==> src/rtl/filter_input_generator_pkg.sv <==
// Shared definitions for the filter input generator: FSM encoding and counter widths.
package filter_input_generator_pkg;

  localparam int unsigned STATE_W = 2;

  typedef logic [STATE_W-1:0] fsm_state_t;

  localparam fsm_state_t ST_IDLE  = 2'd0;
  localparam fsm_state_t ST_ISSUE = 2'd1;
  localparam fsm_state_t ST_DRAIN = 2'd2;
  localparam fsm_state_t ST_DONE  = 2'd3;

  // Particle counts need one bit more than an index so a full cell (2**id_width) fits.
  function automatic int unsigned pair_cnt_width(input int unsigned id_width);
    return id_width + 1;
  endfunction

  function automatic int unsigned lane_ptr_width(input int unsigned num_lanes);
    return (num_lanes > 1) ? $clog2(num_lanes) : 1;
  endfunction

endpackage

==> src/rtl/pair_index_counter.sv <==
// Steps (ref, neighbour) index pairs in ref-outer / neighbour-inner order and
// flags the last pair; in same-cell mode only pairs with neighbour > ref are produced.
module pair_index_counter
  import filter_input_generator_pkg::*;
#(
  parameter int unsigned PARTICLE_ID_WIDTH = 7,
  localparam int unsigned CNT_W = pair_cnt_width(PARTICLE_ID_WIDTH)
) (
  input  logic                         clk,
  input  logic                         rst,
  input  logic                         load,
  input  logic                         step,
  input  logic                         same_cell,
  input  logic [CNT_W-1:0]             home_count,
  input  logic [CNT_W-1:0]             nbr_count,
  output logic [PARTICLE_ID_WIDTH-1:0] ref_idx,
  output logic [PARTICLE_ID_WIDTH-1:0] nbr_idx,
  output logic                         empty,
  output logic                         last
);

  localparam logic [CNT_W-1:0]             CNT_ONE = CNT_W'(1);
  localparam logic [PARTICLE_ID_WIDTH-1:0] ID_ONE  = PARTICLE_ID_WIDTH'(1);
  localparam logic [PARTICLE_ID_WIDTH-1:0] ID_TWO  = PARTICLE_ID_WIDTH'(2);

  logic [PARTICLE_ID_WIDTH-1:0] ref_q, nbr_q;
  logic [CNT_W-1:0]             home_q, nbr_cnt_q;
  logic                         same_q;

  logic [CNT_W-1:0]             ref_inc, nbr_inc, nbr_lim, ref_lim;
  logic [PARTICLE_ID_WIDTH-1:0] ref_nxt, ref_nxt2, nbr_nxt;

  // Wide increments for end detection, index-wide ones for stepping.
  always_comb begin
    ref_inc  = {1'b0, ref_q} + CNT_ONE;
    nbr_inc  = {1'b0, nbr_q} + CNT_ONE;
    ref_nxt  = ref_q + ID_ONE;
    ref_nxt2 = ref_q + ID_TWO;
    nbr_nxt  = nbr_q + ID_ONE;
    nbr_lim  = same_q ? home_q : nbr_cnt_q;
    ref_lim  = same_q ? (home_q - CNT_ONE) : home_q;
    last     = (nbr_inc == nbr_lim) && (ref_inc == ref_lim);
    empty    = same_cell ? (home_count <= CNT_ONE)
                         : ((home_count == '0) || (nbr_count == '0));
  end

  // Index registers double as the memory read addresses.
  always_ff @(posedge clk or negedge rst) begin
    if (!rst) begin
      ref_q     <= '0;
      nbr_q     <= '0;
      home_q    <= '0;
      nbr_cnt_q <= '0;
      same_q    <= 1'b0;
    end else if (load) begin
      ref_q     <= '0;
      nbr_q     <= same_cell ? ID_ONE : '0;
      home_q    <= home_count;
      nbr_cnt_q <= nbr_count;
      same_q    <= same_cell;
    end else if (step) begin
      if (nbr_inc < nbr_lim) begin
        nbr_q <= nbr_nxt;
      end else begin
        ref_q <= ref_nxt;
        nbr_q <= same_q ? ref_nxt2 : '0;
      end
    end
  end

  assign ref_idx = ref_q;
  assign nbr_idx = nbr_q;

endmodule

==> src/rtl/filter_input_generator.sv <==
// Walks all particle pairs of a (home, neighbour) cell pair, reads both positions and
// hands each pair round-robin to one of NUM_FILTER filter lanes.
module filter_input_generator
  import filter_input_generator_pkg::*;
#(
  parameter int unsigned DATA_WIDTH        = 32,
  parameter int unsigned NUM_FILTER        = 4,
  parameter int unsigned PARTICLE_ID_WIDTH = 7
) (
  input  logic                             clk,
  input  logic                             rst,
  input  logic                             start,
  input  logic                             same_cell,
  input  logic [PARTICLE_ID_WIDTH:0]       home_count,
  input  logic [PARTICLE_ID_WIDTH:0]       nbr_count,
  output logic [PARTICLE_ID_WIDTH-1:0]     ref_rd_addr,
  output logic [PARTICLE_ID_WIDTH-1:0]     nbr_rd_addr,
  input  logic [3*DATA_WIDTH-1:0]          ref_rd_data,
  input  logic [3*DATA_WIDTH-1:0]          nbr_rd_data,
  input  logic [NUM_FILTER-1:0]            back_pressure,
  output logic [NUM_FILTER-1:0]            input_valid,
  output logic [NUM_FILTER*DATA_WIDTH-1:0] refx,
  output logic [NUM_FILTER*DATA_WIDTH-1:0] refy,
  output logic [NUM_FILTER*DATA_WIDTH-1:0] refz,
  output logic [NUM_FILTER*DATA_WIDTH-1:0] neighborx,
  output logic [NUM_FILTER*DATA_WIDTH-1:0] neighbory,
  output logic [NUM_FILTER*DATA_WIDTH-1:0] neighborz,
  output logic                             busy,
  output logic                             done
);

  localparam int unsigned LANE_W = lane_ptr_width(NUM_FILTER);
  localparam logic [LANE_W-1:0] LANE_LAST = LANE_W'(NUM_FILTER - 1);
  localparam logic [LANE_W-1:0] LANE_ONE  = LANE_W'(1);

  fsm_state_t        state_q, state_d;
  logic [LANE_W-1:0] lane_ptr_q;
  logic              p1_valid_q;
  logic [LANE_W-1:0] p1_lane_q;

  logic accept, issue, pair_empty, pair_last;

  assign accept = (state_q == ST_IDLE) && start;
  assign issue  = (state_q == ST_ISSUE) && !back_pressure[lane_ptr_q];

  pair_index_counter #(
    .PARTICLE_ID_WIDTH(PARTICLE_ID_WIDTH)
  ) u_pair_index_counter (
    .clk       (clk),
    .rst       (rst),
    .load      (accept),
    .step      (issue && !pair_last),
    .same_cell (same_cell),
    .home_count(home_count),
    .nbr_count (nbr_count),
    .ref_idx   (ref_rd_addr),
    .nbr_idx   (nbr_rd_addr),
    .empty     (pair_empty),
    .last      (pair_last)
  );

  // Next-state: DRAIN waits only on the address/data stage; the output stage is
  // already presenting its pair in the cycle DRAIN exits.
  always_comb begin
    state_d = state_q;
    case (state_q)
      ST_IDLE:  if (start) state_d = pair_empty ? ST_DONE : ST_ISSUE;
      ST_ISSUE: if (issue && pair_last) state_d = ST_DRAIN;
      ST_DRAIN: if (!p1_valid_q) state_d = ST_DONE;
      ST_DONE:  state_d = ST_IDLE;
      default:  state_d = ST_IDLE;
    endcase
  end

  // FSM state, round-robin lane pointer and the read-in-flight stage.
  always_ff @(posedge clk or negedge rst) begin
    if (!rst) begin
      state_q    <= ST_IDLE;
      lane_ptr_q <= '0;
      p1_valid_q <= 1'b0;
      p1_lane_q  <= '0;
    end else begin
      state_q    <= state_d;
      p1_valid_q <= issue;
      p1_lane_q  <= lane_ptr_q;
      // Pointer moves every ISSUE cycle, so a pressured lane costs one bubble.
      if (state_q == ST_ISSUE) begin
        lane_ptr_q <= (lane_ptr_q == LANE_LAST) ? '0 : lane_ptr_q + LANE_ONE;
      end
    end
  end

  // Output stage: capture read data into the target lane; other lanes hold.
  always_ff @(posedge clk or negedge rst) begin
    if (!rst) begin
      input_valid <= '0;
      refx        <= '0;
      refy        <= '0;
      refz        <= '0;
      neighborx   <= '0;
      neighbory   <= '0;
      neighborz   <= '0;
    end else begin
      input_valid <= '0;
      if (p1_valid_q) begin
        input_valid[p1_lane_q]                         <= 1'b1;
        refx[p1_lane_q*DATA_WIDTH +: DATA_WIDTH]      <= ref_rd_data[0 +: DATA_WIDTH];
        refy[p1_lane_q*DATA_WIDTH +: DATA_WIDTH]      <= ref_rd_data[DATA_WIDTH +: DATA_WIDTH];
        refz[p1_lane_q*DATA_WIDTH +: DATA_WIDTH]      <= ref_rd_data[2*DATA_WIDTH +: DATA_WIDTH];
        neighborx[p1_lane_q*DATA_WIDTH +: DATA_WIDTH] <= nbr_rd_data[0 +: DATA_WIDTH];
        neighbory[p1_lane_q*DATA_WIDTH +: DATA_WIDTH] <= nbr_rd_data[DATA_WIDTH +: DATA_WIDTH];
        neighborz[p1_lane_q*DATA_WIDTH +: DATA_WIDTH] <= nbr_rd_data[2*DATA_WIDTH +: DATA_WIDTH];
      end
    end
  end

  assign busy = (state_q == ST_ISSUE) || (state_q == ST_DRAIN);
  assign done = (state_q == ST_DONE);

endmodule

==> config.mk <==
export PLATFORM = sky130hd
export DESIGN_NAME = filter_input_generator
export DESIGN_NICKNAME = d
export VERILOG_FILES = /design/src/rtl/filter_input_generator_pkg.sv /design/src/rtl/pair_index_counter.sv /design/src/rtl/filter_input_generator.sv
export SDC_FILE = /design/constraint.sdc
export NUM_CORES = 1
export LEC_CHECK = 0
export ABC_AREA = 1
export BUFFER_PORTS_ARGS = -buffer_cell sky130_fd_sc_hd__buf_2
export CAP_MARGIN = 20
export CORE_AREA = 2 2 386 388
export DETAILED_ROUTE_END_ITERATION = 12
export DIE_AREA = 0 0 388 390
export GPL_TIMING_DRIVEN = 0
export MAX_ROUTING_LAYER = met4
export PLACE_DENSITY = 0.39
export SYNTH_ARGS = -nofsm -noshare
export SYNTH_HDL_FRONTEND = slang
export SYNTH_SLANG_ARGS = --single-unit
==> constraint.sdc <==
create_clock -name clk -period 5.3 [get_ports clk]
set_input_delay 0.795 -clock clk [delete_from_list [all_inputs] [get_ports clk]]
set_output_delay 0.795 -clock clk [all_outputs]
set_load 0.05 [all_outputs]
# --- Word-level counts from Yosys, hierarchy flattened ---
# Index checks and enable logic that the tools add are counted.
classes:
  n_addsub: 8
  n_lt_le_gt_ge: 5
  eq_ne: 10
  shifts: 7
  n_mux: 28
  reduce_logical: 16
op_table:
  columns: ["cell", "count"]
  rows:
  - ["$bwmux W128", 6]
  - ["$shiftx A32 B34 Y128", 6]
  - ["$shift A32 B34 Y128 const A", 1]
  - ["$mux W7", 7]
  - ["$neg A7 Y34", 1]
  - ["$add A7 B1 Y8 const B", 2]
  - ["$eq A8 B8 Y1", 2]
  - ["$logic_not A8 Y1", 2]
  - ["$mux W8", 2]
  - ["$add A7 B1 Y7 const B", 2]
  - ["$mux W2", 5]
  - ["$le A8 B1 Y1 const B", 1]
  - ["$lt A8 B8 Y1", 1]
  - ["$ne A2 B2 Y1 const B", 4]
  - ["$pmux W2 S4", 1]
  - ["$sub A8 B1 Y8 const B", 1]
  - ["$add A7 B2 Y7 const B", 1]
  - ["$eq A2 B2 Y1 const B", 3]
  - ["$logic_and A1 B1 Y1", 6]
  - ["$lt A2 B3 Y1 const B", 2]
  - ["$mux W1", 4]
  - ["$mux W4", 1]
  - ["$reduce_and A3 Y1", 1]
  - ["$add A2 B1 Y2 const B", 1]
  - ["9 further kinds", 11]
totals:
  regBits: 810

# --- Logic depth before layout (Yosys ltp) ---
# Gate-level depths: netlist of run 1.
depth:
  depth_word: 8
  depth_mapped: 21

# --- Cells and area by module ---
# Synthesis of run 1 repeated with hierarchy kept, for this count alone.
hier_totals:
  hier_cells: 3530
  area_unflattened_um2: 32147.1
by_module_without_submodules:
  columns: ["module", "n_inst", "cells_per_inst", "area_per_inst_um2", "seq_area_each_um2"]
  rows:
  - ["filter_input_generator", 1, 3186, 29871.1, 19493.7]
  - ["pair_index_counter", 1, 344, 2275.9, 775.7]

# --- Least setup slack after synthesis of run 1 ---
# Ideal clock, no wire load.
synth_path:
  path_kind: "register to register"
  startpoint: "reg u_pair_index_counter.nbr_q[0], in the netlist u_pair_index_counter.nbr_idx[0]"
  endpoint: "reg u_pair_index_counter.nbr_q[1], in the netlist u_pair_index_counter.nbr_idx[1]"
  arrival_time_ns: 2.746
  setup_slack_ns: 2.436
  stages_incl_launch_ff: 18
  synth_period_minus_slack_ns: 2.864
  cell_sequence: "dfrtp_1 ha_1 nand2_1 inv_1 nand4_1 xor2_1 inv_1 ha_1 nand2_1 o21ai_0 nor2_1 nand2_1 inv_1 nand2_1 buf_2 o21ai_0 nand3_2 nand2_1"
synth_between:
  elab_chain_cells: 6
  elab_cells_between_ends: 11
  cone_classes: "add/sub (2); order compare (1); eq/ne (1); mux (3); reduce/logical (4)"
synth_rtl:
  columns: ["item", "line", "rtl"]
  rows:
  - ["start: declaration", "pair_index_counter.sv:26", "logic [PARTICLE_ID_WIDTH-1:0] ref_q, nbr_q;"]
  - ["start signal: assignment", "pair_index_counter.sv:57", "nbr_q <= same_cell ? ID_ONE : '0;"]
  - ["start signal: assignment", "pair_index_counter.sv:63", "nbr_q <= nbr_nxt;"]
  - ["start signal: assignment", "pair_index_counter.sv:66", "nbr_q <= same_q ? ref_nxt2 : '0;"]
  - ["parallel branches: the longest is 6 deep, another holds $add A7 B1 Y8", null, null]
# Several ways; the timed one is not identified. The select of a mux whose other input is x is not followed.
# A chain may end at the register's enable or synchronous reset.

# --- Worst setup path in the final report of run 1 ---
layout_path:
  startpoint: "reg p1_lane_q[0]"
  endpoint: "reg neighborx[63]"
layout_between:
  elab_chain_cells: 3
  elab_cells_between_ends: 4
  cone_classes: "add/sub (1); shift (2); mux (1)"
layout_rtl:
  columns: ["item", "line", "rtl"]
  rows:
  - ["start: declaration", "filter_input_generator.sv:39", "logic [LANE_W-1:0] p1_lane_q;"]
  - ["start signal: assignment", "filter_input_generator.sv:85", "p1_lane_q <= lane_ptr_q;"]
  - ["$neg A7 Y34 (*)", "filter_input_generator.sv:110", "neighborx[p1_lane_q*DATA_WIDTH +: DATA_WIDTH] <= nbr_rd_data[0 +: DATA_WIDTH];"]
  - ["$shiftx A32 B34 Y128 / $shift A32 B34 Y128 (equally long branches)", "filter_input_generator.sv:110", null]
  - ["$bwmux W128 (*)", "filter_input_generator.sv:110", null]
  - ["end signal: indexed assignment", "filter_input_generator.sv:110", null]
  - ["end: declaration", "filter_input_generator.sv:25", "output logic [NUM_FILTER*DATA_WIDTH-1:0] neighborx,"]
# Mark *: on every way between the ends. The rest lies on a longest branch, timed or not.

==> results.txt, run 1 <==
The area growth from synthesis to layout came out at 34.4%. The largest total area in the synthesized netlist belongs to sky130_fd_sc_hd__dfrtp_1. After synthesis, the netlist uses 36 different library cells. After clock tree synthesis, the clock-pin slew on the worst setup and hold paths is 0.06 ns. 1,004 I/O pins were placed. The cell count after synthesis was 3,562; the final hold violation count was 0.

The sum of negative setup slack is 0 ns. Of the cells placed in the final design, the portion with a size suffix greater than 1 is 26.0%. For the number of H-tree branching levels, the log shows 3.

A synthesized cell averages 9.13 um^2. Based on the critical path, the design can be clocked at up to 286 MHz. The area share of the largest cell type after synthesis is 62.3%. Summed over all nets, the half-perimeter wirelength after detailed placement is 138,000 um. The die outline height works out to 390 um.

For the net count after synthesis, the log shows 3,801. The run gives 0 as the final-report max-slew violation count. In the final routed layout, each cell accounts on average for 26.6 um. Summing over every cut layer, the via total after detailed routing is 30,910. The post-cts sizing count is 0. The maximum number of pins on one net before global-route repair was 104. The run finished with clean final reports. Endpoint type of the worst setup path: a register. TritonCTS built the clock tree. Global routing used 23.6% of the available tracks. The overflow left after global routing is 0, and the number of sinks driven by the clock tree is 810.

Final-report setup violation count: 0. In the synthesized netlist the async set-or-reset flop fraction comes to 100%. The initial antenna violation count was 28; the via-per-instance ratio was 4.61.

In the synthesized netlist the dominant register cell turns out to be sky130_fd_sc_hd__dfrtp_1. Of all nets on the critical path, the largest fanout is 10. The run gives 5 as the count of TritonRoute iterations in the first routing pass. The worst pin sits at a relative slew slack of 20.6%.

Measured along the x axis, the die boundary spans 388 um. The clock passes through at most 3 buffers. The category of the most critical setup path was reg -> reg. The class of the most critical hold timing path is in -> async. Met3 track demand over resource: 5.97%. For the pin with the worst max-slew slack, the measured transition is 1.19 ns. The count of buffers added on input and output ports is 1,003. The logs give 30,562 for the via count of the first global-routing pass and 0 for the number of post-CTS setup repair buffers.

Max-cap violations in this run came to 0. Setup repair after global routing left no endpoint under its margin. Subtracting the final worst setup slack from the clock period gives 3.50 ns. The routed design has 179,000 um of wire. After synthesis the cells add up to 32,500 um^2. Counting the buffers created by CTS gives 99. After detailed routing, the number of remaining DRC violations is 0.

The share of the clock period used by the worst path is 66.0%. The global placement routability congestion came out at 0.882. The tools report the number of nets in the layout as 4,922. In the post-synthesis netlist, the biggest area contributors are sky130_fd_sc_hd__dfrtp_1, sky130_fd_sc_hd__nand2_1, sky130_fd_sc_hd__o21ai_0.

Summing the sequential cell areas from Yosys gives 62.3% of the chip area. After the first detailed-routing iteration, the DRC count stood at 2,099. The data arrival time of the critical path was 4.11 ns; the final setup skew was 0.0444 ns.

Yosys printed 0 warnings. The first-pass GRT wire length came out at 247,000 um. For the worst-skew pair, the clock arrives at the later sink with an insertion delay of 0.71 ns. The tree is rooted in a sky130_fd_sc_hd__clkbuf_16. The initialized floorplan defines 141 standard-cell rows. The area of the core region was 147,000 um^2; the post-synthesis register bit count was 810. The tools report the global-route met1 utilization as 28.4%.

The logs give 22.1% for the initial core utilization and 151,000 um^2 for the die outline area. The layer carrying the most global-route usage is met2. The met2 track demand over resource in global routing is 38.6%.

Data on the critical path is required at its endpoint by 5.91 ns. The antenna violation net count after detailed routing was 0; the number of enable-type register cells in the synthesized netlist was 0. The worst setup path is launched from a register. Hold-fix buffer count after cts: 0.
per-stage QoR:
step	instance area, um^2	std cells	hold slack (ns)	setup slack, ns	utilization, %
floorplan	32500	3562	0.378	2.44	-
global placement	40000	6495	0.460	-16.21	27.2
detailed placement	40300	6511	0.466	1.65	27.4
CTS	43700	6692	0.0265	1.58	29.7
global route	43700	6703	0.0522	1.58	29.7
finish	43700	6707	0.0331	1.80	29.7
critical path: stages, from the launching register on:
cell,delay (ns)
sky130_fd_sc_hd__dfrtp_1,0.56
sky130_fd_sc_hd__clkbuf_1,0.24
sky130_fd_sc_hd__inv_1,0.13
sky130_fd_sc_hd__ha_1,0.24
sky130_fd_sc_hd__inv_2,0.18
sky130_fd_sc_hd__clkbuf_2,0.57
sky130_fd_sc_hd__clkbuf_1,0.72
sky130_fd_sc_hd__nand3_1,0.48
sky130_fd_sc_hd__o21ai_0,0.27
per-layer routing:
layer  up-vias  wire length (um)
met5         -                 0
met1     15498             73100
li1      14068                 -
met4         0              6250
met3       252             12400
met2      1092             86900
cell type report:
type | instances | area (um^2)
flip-flops and latches | 810 | 20300
clock buffers | 152 | 2950
repair buffers | 1020 | 5400
plain buffers | 271 | 1070
well taps | 1930 | 2410
diodes | 14 | 35.0
multi-input cells | 2435 | 11000
inverters | 46 | 175
clock inverters | 29 | 387
fillers | 16133 | 103000
sequential cells by signal, summed over array words and instances, names as in the netlist:
register and cells:
u_pair_index_counter.nbr_idx 7, p1_valid_q 1, p1_lane_q 2, neighborx 128
refy 128, u_pair_index_counter.ref_idx 7, input_valid 4, refx 128
refz 128, lane_ptr_q 2, neighbory 128, u_pair_index_counter.nbr_cnt_q 8
u_pair_index_counter.same_q 1, neighborz 128, u_pair_index_counter.home_q 8, state_q 2
cell usage after synthesis (2+ instances only):
cell,count
sky130_fd_sc_hd__inv_1,39
sky130_fd_sc_hd__inv_2,6
sky130_fd_sc_hd__or2_2,2
sky130_fd_sc_hd__nand2_4,3
sky130_fd_sc_hd__nand4_1,6
sky130_fd_sc_hd__nor2_1,35
sky130_fd_sc_hd__nand3_1,311
sky130_fd_sc_hd__nor4_1,2
sky130_fd_sc_hd__nand2_2,10
sky130_fd_sc_hd__ha_1,23
sky130_fd_sc_hd__nor3_1,3
sky130_fd_sc_hd__nor2_4,5
sky130_fd_sc_hd__nand2_1,1198
sky130_fd_sc_hd__dfrtp_1,810
sky130_fd_sc_hd__o21ai_0,783
sky130_fd_sc_hd__a21oi_1,7
sky130_fd_sc_hd__nand2_8,2
sky130_fd_sc_hd__o21ai_1,20
sky130_fd_sc_hd__buf_1,5
sky130_fd_sc_hd__xor2_1,4
sky130_fd_sc_hd__o211ai_1,3
sky130_fd_sc_hd__buf_6,2
sky130_fd_sc_hd__clkbuf_1,260
sky130_fd_sc_hd__buf_2,2
sky130_fd_sc_hd__nand3_2,10
worst paths after layout:
check / from / endpoint / slack, ns / depth (start not counted)
max in group asynchronous: rst / neighborx[115]$_DFFE_PN0P_ / 3.28 / 4
min: rst / refx[122]$_DFFE_PN0P_ / 0.03 / 1
max reg2reg: p1_lane_q[0]$_DFF_PN0_ / neighborx[63]$_DFFE_PN0P_ / 1.80 / 8
max: p1_lane_q[0]$_DFF_PN0_ / neighborx[63]$_DFFE_PN0P_ / 1.80 / 8
min in group clk: nbr_count[7] / u_pair_index_counter.nbr_cnt_q[7]$_DFFE_PN0P_ / 0.30 / 3
min reg2reg: neighbory[120]$_DFFE_PN0P_ / neighbory[120]$_DFFE_PN0P_ / 0.48 / 2
cell usage in the layout, fill, tap and decap left out, types with 3 or more instances in the layout:
master                      count
sky130_fd_sc_hd__nor2_4         5
sky130_fd_sc_hd__inv_1         39
sky130_fd_sc_hd__buf_1          5
sky130_fd_sc_hd__nand3_2       11
sky130_fd_sc_hd__o211ai_1       3
sky130_fd_sc_hd__xor2_1         4
sky130_fd_sc_hd__clkbuf_2      13
sky130_fd_sc_hd__buf_16         9
sky130_fd_sc_hd__o21ai_1       20
sky130_fd_sc_hd__bufinv_16      6
sky130_fd_sc_hd__inv_2          6
sky130_fd_sc_hd__ha_1          23
sky130_fd_sc_hd__nand3_1      310
sky130_fd_sc_hd__clkbuf_1     274
sky130_fd_sc_hd__nand2_1     1198
sky130_fd_sc_hd__clkinv_2      13
sky130_fd_sc_hd__buf_8          9
sky130_fd_sc_hd__dfrtp_1      810
sky130_fd_sc_hd__o21ai_0      783
sky130_fd_sc_hd__a21oi_1        7
sky130_fd_sc_hd__nor2_1        35
sky130_fd_sc_hd__nand2_2       10
sky130_fd_sc_hd__clkbuf_16    100
sky130_fd_sc_hd__nand2_4        3
sky130_fd_sc_hd__diode_2       14
sky130_fd_sc_hd__nor3_1         3
sky130_fd_sc_hd__clkbuf_8      25
sky130_fd_sc_hd__buf_2       1004
sky130_fd_sc_hd__nand4_1        6
logic make-up (layout without fill, tap and decap cells):
family	after synthesis	count (layout)	synth area share (%)
AOI/OAI and AO/OA	816	816	12.6
xor gates and xnor gates	5	5	0.135
adders and majority gates	23	23	0.885
buffers and inverters	317	1518	3.78
DFF	810	810	62.3
other	0	14	0
and+or+nand+nor	1591	1591	20.3
Power of run 1 is not shown: default switching activity piles up to over one toggle a cycle in this logic, so the estimate is an artifact.
==> run 2, diff against run 1 <==
Settings changed: PLACE_DENSITY 0.39 to 0.4.
Clock period 5.3 ns to 3.13 ns, I/O delays scaled along.
==> run 2 against run 1 <==
Against the previous run: clock skew decreased by 0.0069 ns; maximum frequency is 18% higher; sequential share of layout area fell by 0.56 points; worst setup slack got worse by 1.6 ns; final cell count increased by 0.52%; critical path depth shrank 1; highest routed layer unchanged.
==> results.txt, run 2 (synthesis results as in run 1) <==
The run finished with clean final reports. The category of the most critical setup path was reg -> reg. The detailed-placement wirelength estimate was 138,000 um (+0.24%); the initial core utilization was 22.1% (unchanged). Final setup skew: 0.0375 ns (-0.00687 ns).

The longest individual stage delay on the worst path is 0.65 ns (-0.07 ns), and the number of cell rows is 141 (unchanged). The shortest period the worst path allows is 2.96 ns (-0.537 ns), and the die boundary width is 388 um (unchanged). The number of post-CTS setup repair buffers is 0 (unchanged), and the maximum buffer depth of the clock tree is 3 (unchanged). The tools report the area used by multi-input combinational logic as 11,000 um^2 (unchanged). Via-per-instance ratio: 4.62 (+0.26%). From synthesis to final layout, the design area changed by 36.1%.

The cell at the root of the clock tree is sky130_fd_sc_hd__clkbuf_16. The sequential cell area came out at 20,300 um^2 (about the same). The number of sinks driven by the clock tree is 810 (unchanged). The tools report the final-report setup violation count as 0 (unchanged). The most numerous cell type found on the critical path is sky130_fd_sc_hd__clkbuf_1.

The top cell types in the final layout, fill and taps aside, are sky130_fd_sc_hd__nand2_1, sky130_fd_sc_hd__buf_2, sky130_fd_sc_hd__dfrtp_1, sky130_fd_sc_hd__o21ai_0, sky130_fd_sc_hd__nand3_1. The TritonCTS buffer count came out at 101 (+2.0%). Reported max-cap violation count: 0 (unchanged). The number of H-tree branching levels is 3 (unchanged), and the slew at the pin closest to its max-slew limit is 1.08 ns (-0.116 ns). The final hold violation count is 0 (unchanged). After global routing, the most crowded layer is met2. The worst slack on hold paths was 0.0652 ns (+0.0321 ns); the relative slew slack was 28.3% (+7.7 points).

Setup repair after global routing left no endpoint under its margin. The logs give 26 (-7.1%) for the initial antenna violation count and 31,153 (+0.79%) for the via total after detailed routing. The data arrival time of the critical path came out at 3.50 ns (-0.61 ns). The logs give 30,749 (+0.61%) for the via count of the first global-routing pass and 2,208 (+5.2%) for the first-iteration detailed-routing DRC count. The design area is 44,300 um^2 (+1.2%). The clock insertion delay at the later pin of the skew report is 0.72 ns (about the same).

For the utilization after layout, the log shows 30.1% (+0.36 points). The maximum number of pins on one net before global-route repair is 112 (+7.7%), and the share of cells above drive strength 1 is 26.2% (+0.23 points). The worst setup path is launched from a register. The tightest min-delay check is of the in -> reg type.

The critical path goes through clkbuf_1 > inv_1 > ha_1 > nand3_1 > buf_2 > clkbuf_1 > o21ai_0. Share of the clock period used by the worst path: 94.6% (+29 points). The number of port buffers is 1,003 (unchanged), and the detailed-route wire length per cell is 26.7 um (+0.14%). For the top-level port count, the log shows 1,004 (unchanged). The die outline height is 390 um (unchanged), and the met2 track demand over resource in global routing is 39.4% (+0.75 points). The die outline area was 151,000 um^2 (unchanged). The sum of negative setup slack came out at 0 ns (unchanged).

Among all stages on the critical path, the largest delay is contributed by sky130_fd_sc_hd__buf_2. The run gives 0 (unchanged) as the total DRC errors in the routed layout. The filler cell count in the final layout came out at 16,083 (-0.31%).

The critical path required time was 3.67 ns (-2.24 ns); the global-route met1 utilization was 28.4% (about the same). The final-report max-slew violation count is 0 (unchanged), and the peak fanout along the critical path is 11 (+1). For the achievable clock frequency, the log shows 338 MHz (+18%). For the standard cell area after detailed placement, the log shows 40,400 um^2 (+0.11%).

The tools report the count of TritonRoute iterations in the first routing pass as 6 (+1). The clock-pin transition on the worst setup and hold timing paths was 0.07 ns (about the same); the antenna violation net count after detailed routing was 0 (unchanged). Global routing usage summed across all routing layers: 23.7% (+0.15 points). The most frequent standard cell in the layout excluding fill and tap cells was sky130_fd_sc_hd__nand2_1.

For the overflow left after global routing, the log shows 0 (unchanged). The final wirelength is 180,000 um (+0.66%), and the met3 track demand over resource is 5.74% (-0.23 points). TritonCTS built the clock tree.

Area of the core region: 147,000 um^2 (unchanged). The global placement routability congestion came out at 0.905 (+2.6%). The first-pass GRT wire length came out at 249,000 um (+0.93%). The endpoint type of the worst setup path is a register.

The run gives 4,967 (+0.91%) as the number of nets in the layout.
==> run 2: timing repair <==
item,4_1_cts,5_1_grt
setup endpoints to repair,170,64
gates resized for setup,11,29
hold endpoints to repair,101,0
hold buffers,43,0
==> run 2: metrics by stage <==
step,std cells,setup WS [ns]
finish,6742,0.170
global route,6738,0.00157
CTS,6732,0.0191
detailed placement,6514,-0.859
global placement,6495,-18.03
floorplan,3562,0.266
==> run 2: critical path: cells and delay by family, from the launching register on <==
| kind | cells | cell delay (ns) |
|---|---|---|
| buf+inv | 4 | 1.55 |
| simple gates | 1 | 0.15 |
| fa+ha+maj | 1 | 0.37 |
| compound gates | 1 | 0.18 |
| flops | 1 | 0.52 |
==> run 2: per-layer routing <==
layer / wire length (um) / up-vias
met5: 0 / -
met2: 88600 / 1102
li1: - / 14155
met1: 73400 / 15651
met4: 6230 / 0
met3: 11800 / 245
==> run 2: layout make-up <==
type | count | share of cell area, %
Buffer | 269 | 2.48
Antenna cell | 10 | 0.0565
Inverter | 46 | 0.396
Multi-Input combinational cell | 2435 | 24.9
Clock inverter | 28 | 0.961
Tap cell | 1930 | 5.46
Timing Repair Buffer | 1065 | 13.2
Sequential cell | 810 | 45.8
Clock buffer | 149 | 6.69
==> run 2: final timing paths <==
path | slack, ns | endpoint | depth (start not counted) | from
worst max-delay path | 0.17 | refy[87]$_DFFE_PN0P_ | 7 | p1_lane_q[0]$_DFF_PN0_
worst min-delay path | 0.07 | refx[68]$_DFFE_PN0P_ | 3 | ref_rd_data[4]
worst max register to register | 0.17 | refy[87]$_DFFE_PN0P_ | 7 | p1_lane_q[0]$_DFF_PN0_
worst min register to register | 0.44 | p1_lane_q[1]$_DFF_PN0_ | 0 | lane_ptr_q[1]$_DFFE_PN0P_
max in group asynchronous | 0.95 | neighborx[103]$_DFFE_PN0P_ | 5 | rst
min in group asynchronous | 0.28 | input_valid[3]$_DFF_PN0_ | 2 | rst
Power of run 2 is left out for the same reason.
==> run 3, diff against run 2 <==
Settings changed: SETUP_SLACK_MARGIN from default to 0.4.
==> run 3 against run 2 <==
Against the previous run: worst setup slack improved by 0.26 ns; first-iteration DRC count rose by 1.2%; maximum frequency rose by 9.8%; non-clock buffer count increased by 28; count of clock-buffer cells in the layout unchanged; flip-flop and latch count unchanged; global-route usage rose by 0.15 points; routed wire length increased by 0.32%.
==> results.txt, run 3 (synthesis results as in run 1) <==
The detailed-route wire length per cell came out at 26.7 um (about the same). The tools report the final setup skew as 0.0335 ns (-0.00408 ns). The run gives 44,500 um^2 (+0.64%) as the design area. The TritonCTS buffer count was 97 (-4.0%); the total DRC errors in the routed layout was 0 (unchanged). The slew at the pin closest to its max-slew limit is 1.06 ns (-0.0144 ns).

The critical path is of the reg -> reg type. Setup repair after global routing could not meet its margin everywhere. The run gives 23.9% (+0.15 points) as the global routing usage summed across all routing layers. The top-level port count is 1,004 (unchanged), and the number of H-tree branching levels is 3 (unchanged).

The final hold violation count is 0 (unchanged), and the die outline area is 151,000 um^2 (unchanged). The standard cell area after detailed placement is 40,400 um^2 (unchanged). STA classifies the critical path startpoint as a register. The logs give 3 (unchanged) for the maximum buffer depth of the clock tree and 181,000 um (+0.32%) for the final wirelength. The tools report the number of cell rows as 141 (unchanged). Leaving out fill and tap cells, the most frequent cells in the layout are sky130_fd_sc_hd__nand2_1, sky130_fd_sc_hd__buf_2, sky130_fd_sc_hd__dfrtp_1, sky130_fd_sc_hd__o21ai_0, sky130_fd_sc_hd__nand3_1. The run gives 105 (-6.3%) as the maximum number of pins on one net before global-route repair. In this run the clock root is driven by a sky130_fd_sc_hd__clkbuf_16. The flow ran to the end, and the final reports show no timing, DRC or antenna violations.

The area growth from synthesis to layout is 37.0%. The die boundary width is 388 um (unchanged), and the area used by multi-input combinational logic is 11,100 um^2 (+1.0%). The met3 track demand over resource is 5.62% (-0.12 points), and the clock insertion delay at the later pin of the skew report is 0.72 ns (about the same). The initial antenna violation count came out at 25 (-3.8%).

The logs give 6 (unchanged) for the count of TritonRoute iterations in the first routing pass and 0 (unchanged) for the overflow left after global routing. After global routing, the most crowded layer is met2. The first-iteration detailed-routing DRC count came out at 2,234 (+1.2%). The run gives 0.887 (-2.0%) as the global placement routability congestion. The logs give 15,987 (-0.60%) for the filler cell count in the final layout and 0.0585 ns (-0.00675 ns) for the worst slack on hold paths. The endpoint type of the worst setup path was a register. The cell count after placement was 6,513 (-0.015%). The reported max-cap violation count is 0 (unchanged), and the achievable clock frequency is 371 MHz (+9.8%). For the number of nets in the layout, the log shows 4,991 (+0.48%). Detailed-placement wirelength estimate: 138,000 um (about the same). The via-per-instance ratio works out to 4.61 (-0.34%). Die outline height: 390 um (unchanged).

TritonCTS built the clock tree. The run gives 30,703 (-0.15%) as the via count of the first global-routing pass. The data arrival time of the critical path came out at 3.34 ns (-0.16 ns).

The final-report max-slew violation count was 0 (unchanged); the share of cells above drive strength 1 was 28.0% (+1.9 points). The tools report the number of sinks driven by the clock tree as 810 (unchanged). Final standard cell count with taps included and fillers excluded: 6,763 (+0.31%). The share of the clock period used by the worst path was 86.1% (-8.4 points); the shortest period the worst path allows was 2.70 ns (-0.264 ns).

The global-route met1 utilization came out at 28.6% (+0.21 points). The peak fanout along the critical path came out at 10 (-1). The critical path required time is 3.77 ns (+0.10 ns). The clock-pin transition on the worst setup and hold timing paths came out at 0.06 ns (about the same). The tools report the area of the core region as 147,000 um^2 (unchanged).

The relative slew slack was 29.2% (+0.96 points); the via total after detailed routing was 31,145 (-0.026%). The initial core utilization is 22.1% (unchanged), and the number of port buffers is 1,003 (unchanged). The first-pass GRT wire length was 250,000 um (+0.26%). The antenna violation net count after detailed routing is 0 (unchanged), and the final-report setup violation count is 0 (unchanged). The sequential cell area came out at 20,300 um^2 (about the same). The most frequent standard cell in the layout excluding fill and tap cells is sky130_fd_sc_hd__nand2_1.

Class of the most critical hold timing path: in -> reg. Met2 track demand over resource in global routing: 40.0% (+0.67 points).
## run 3: cell types whose count changed in the layout (fill, tap and decap cells not counted), sizes merged
| cell | previous run | this run |
|---|---|---|
| buf | 1034 | 1060 |
| bufinv | 8 | 4 |
| clkbuf | 406 | 399 |
| clkinv | 12 | 10 |
| clkinvlp | 3 | 2 |
| dlygate4sd3 | 43 | 52 |
## run 3: per-layer routing
layer | vias to the layer above | wire, um
met1 | 15620 | 73900
met4 | 0 | 5870
met2 | 1045 | 89100
li1 | 14224 | -
met3 | 256 | 11600
met5 | - | 0
## run 3: final timing paths
check / from / to / slack, ns / cells after the start
max in group asynchronous: rst / neighborx[18]$_DFFE_PN0P_ / 1.10 / 5
max: u_pair_index_counter.same_q$_DFFE_PN0P_ / u_pair_index_counter.nbr_idx[5]$_DFFE_PN0P_ / 0.43 / 14
min: nbr_rd_data[44] / neighbory[12]$_DFFE_PN0P_ / 0.06 / 3
min in group asynchronous: rst / neighborz[66]$_DFFE_PN0P_ / 0.11 / 2
max reg2reg: u_pair_index_counter.same_q$_DFFE_PN0P_ / u_pair_index_counter.nbr_idx[5]$_DFFE_PN0P_ / 0.43 / 14
min reg2reg: u_pair_index_counter.nbr_cnt_q[7]$_DFFE_PN0P_ / u_pair_index_counter.nbr_cnt_q[7]$_DFFE_PN0P_ / 0.47 / 2
## run 3: through the flow
stage / setup TNS [ns] / utilization (%) / setup slack, ns
finish: 0 / 30.3 / 0.434
global route: 0 / 30.3 / 0.239
CTS: 0 / 30.1 / 0.381
detailed placement: -37.39 / 27.5 / -0.667
global placement: - / 27.2 / -19.61
floorplan: 0 / - / 0.442
## run 3: critical path: stages (launching register included)
cell and delay, ns:
sky130_fd_sc_hd__dfrtp_1 0.37, sky130_fd_sc_hd__buf_6 0.15, sky130_fd_sc_hd__clkbuf_2 0.17, sky130_fd_sc_hd__o21ai_0 0.33, sky130_fd_sc_hd__ha_1 0.33, sky130_fd_sc_hd__nand2_1 0.10, sky130_fd_sc_hd__o21ai_0 0.08, sky130_fd_sc_hd__nor2_1 0.09
sky130_fd_sc_hd__nand2_1 0.10, sky130_fd_sc_hd__inv_1 0.20, sky130_fd_sc_hd__nand2_2 0.17, sky130_fd_sc_hd__buf_6 0.20, sky130_fd_sc_hd__o21ai_0 0.15, sky130_fd_sc_hd__nand3_2 0.11, sky130_fd_sc_hd__nand2_1 0.06
## run 3: repair_timing
item                                   CTS  global route
setup buffers                            6            11
hold buffers                            52             0
cloned                                   1             0
resized for setup                       56           149
endpoints found under the hold margin  164             0
pin swaps                                1            18
setup endpoints to repair              757           482
## run 3: layout make-up
type,count,area share (%)
inverter,46,0.393
multi-input combinational,2435,25.0
clock inverter,21,0.688
timing repair buffer,1091,13.7
tap,1930,5.42
sequential,810,45.5
clock buffer,149,6.40
antenna,10,0.0562
buffer,271,2.77
Power of run 3 is left out for the same reason.
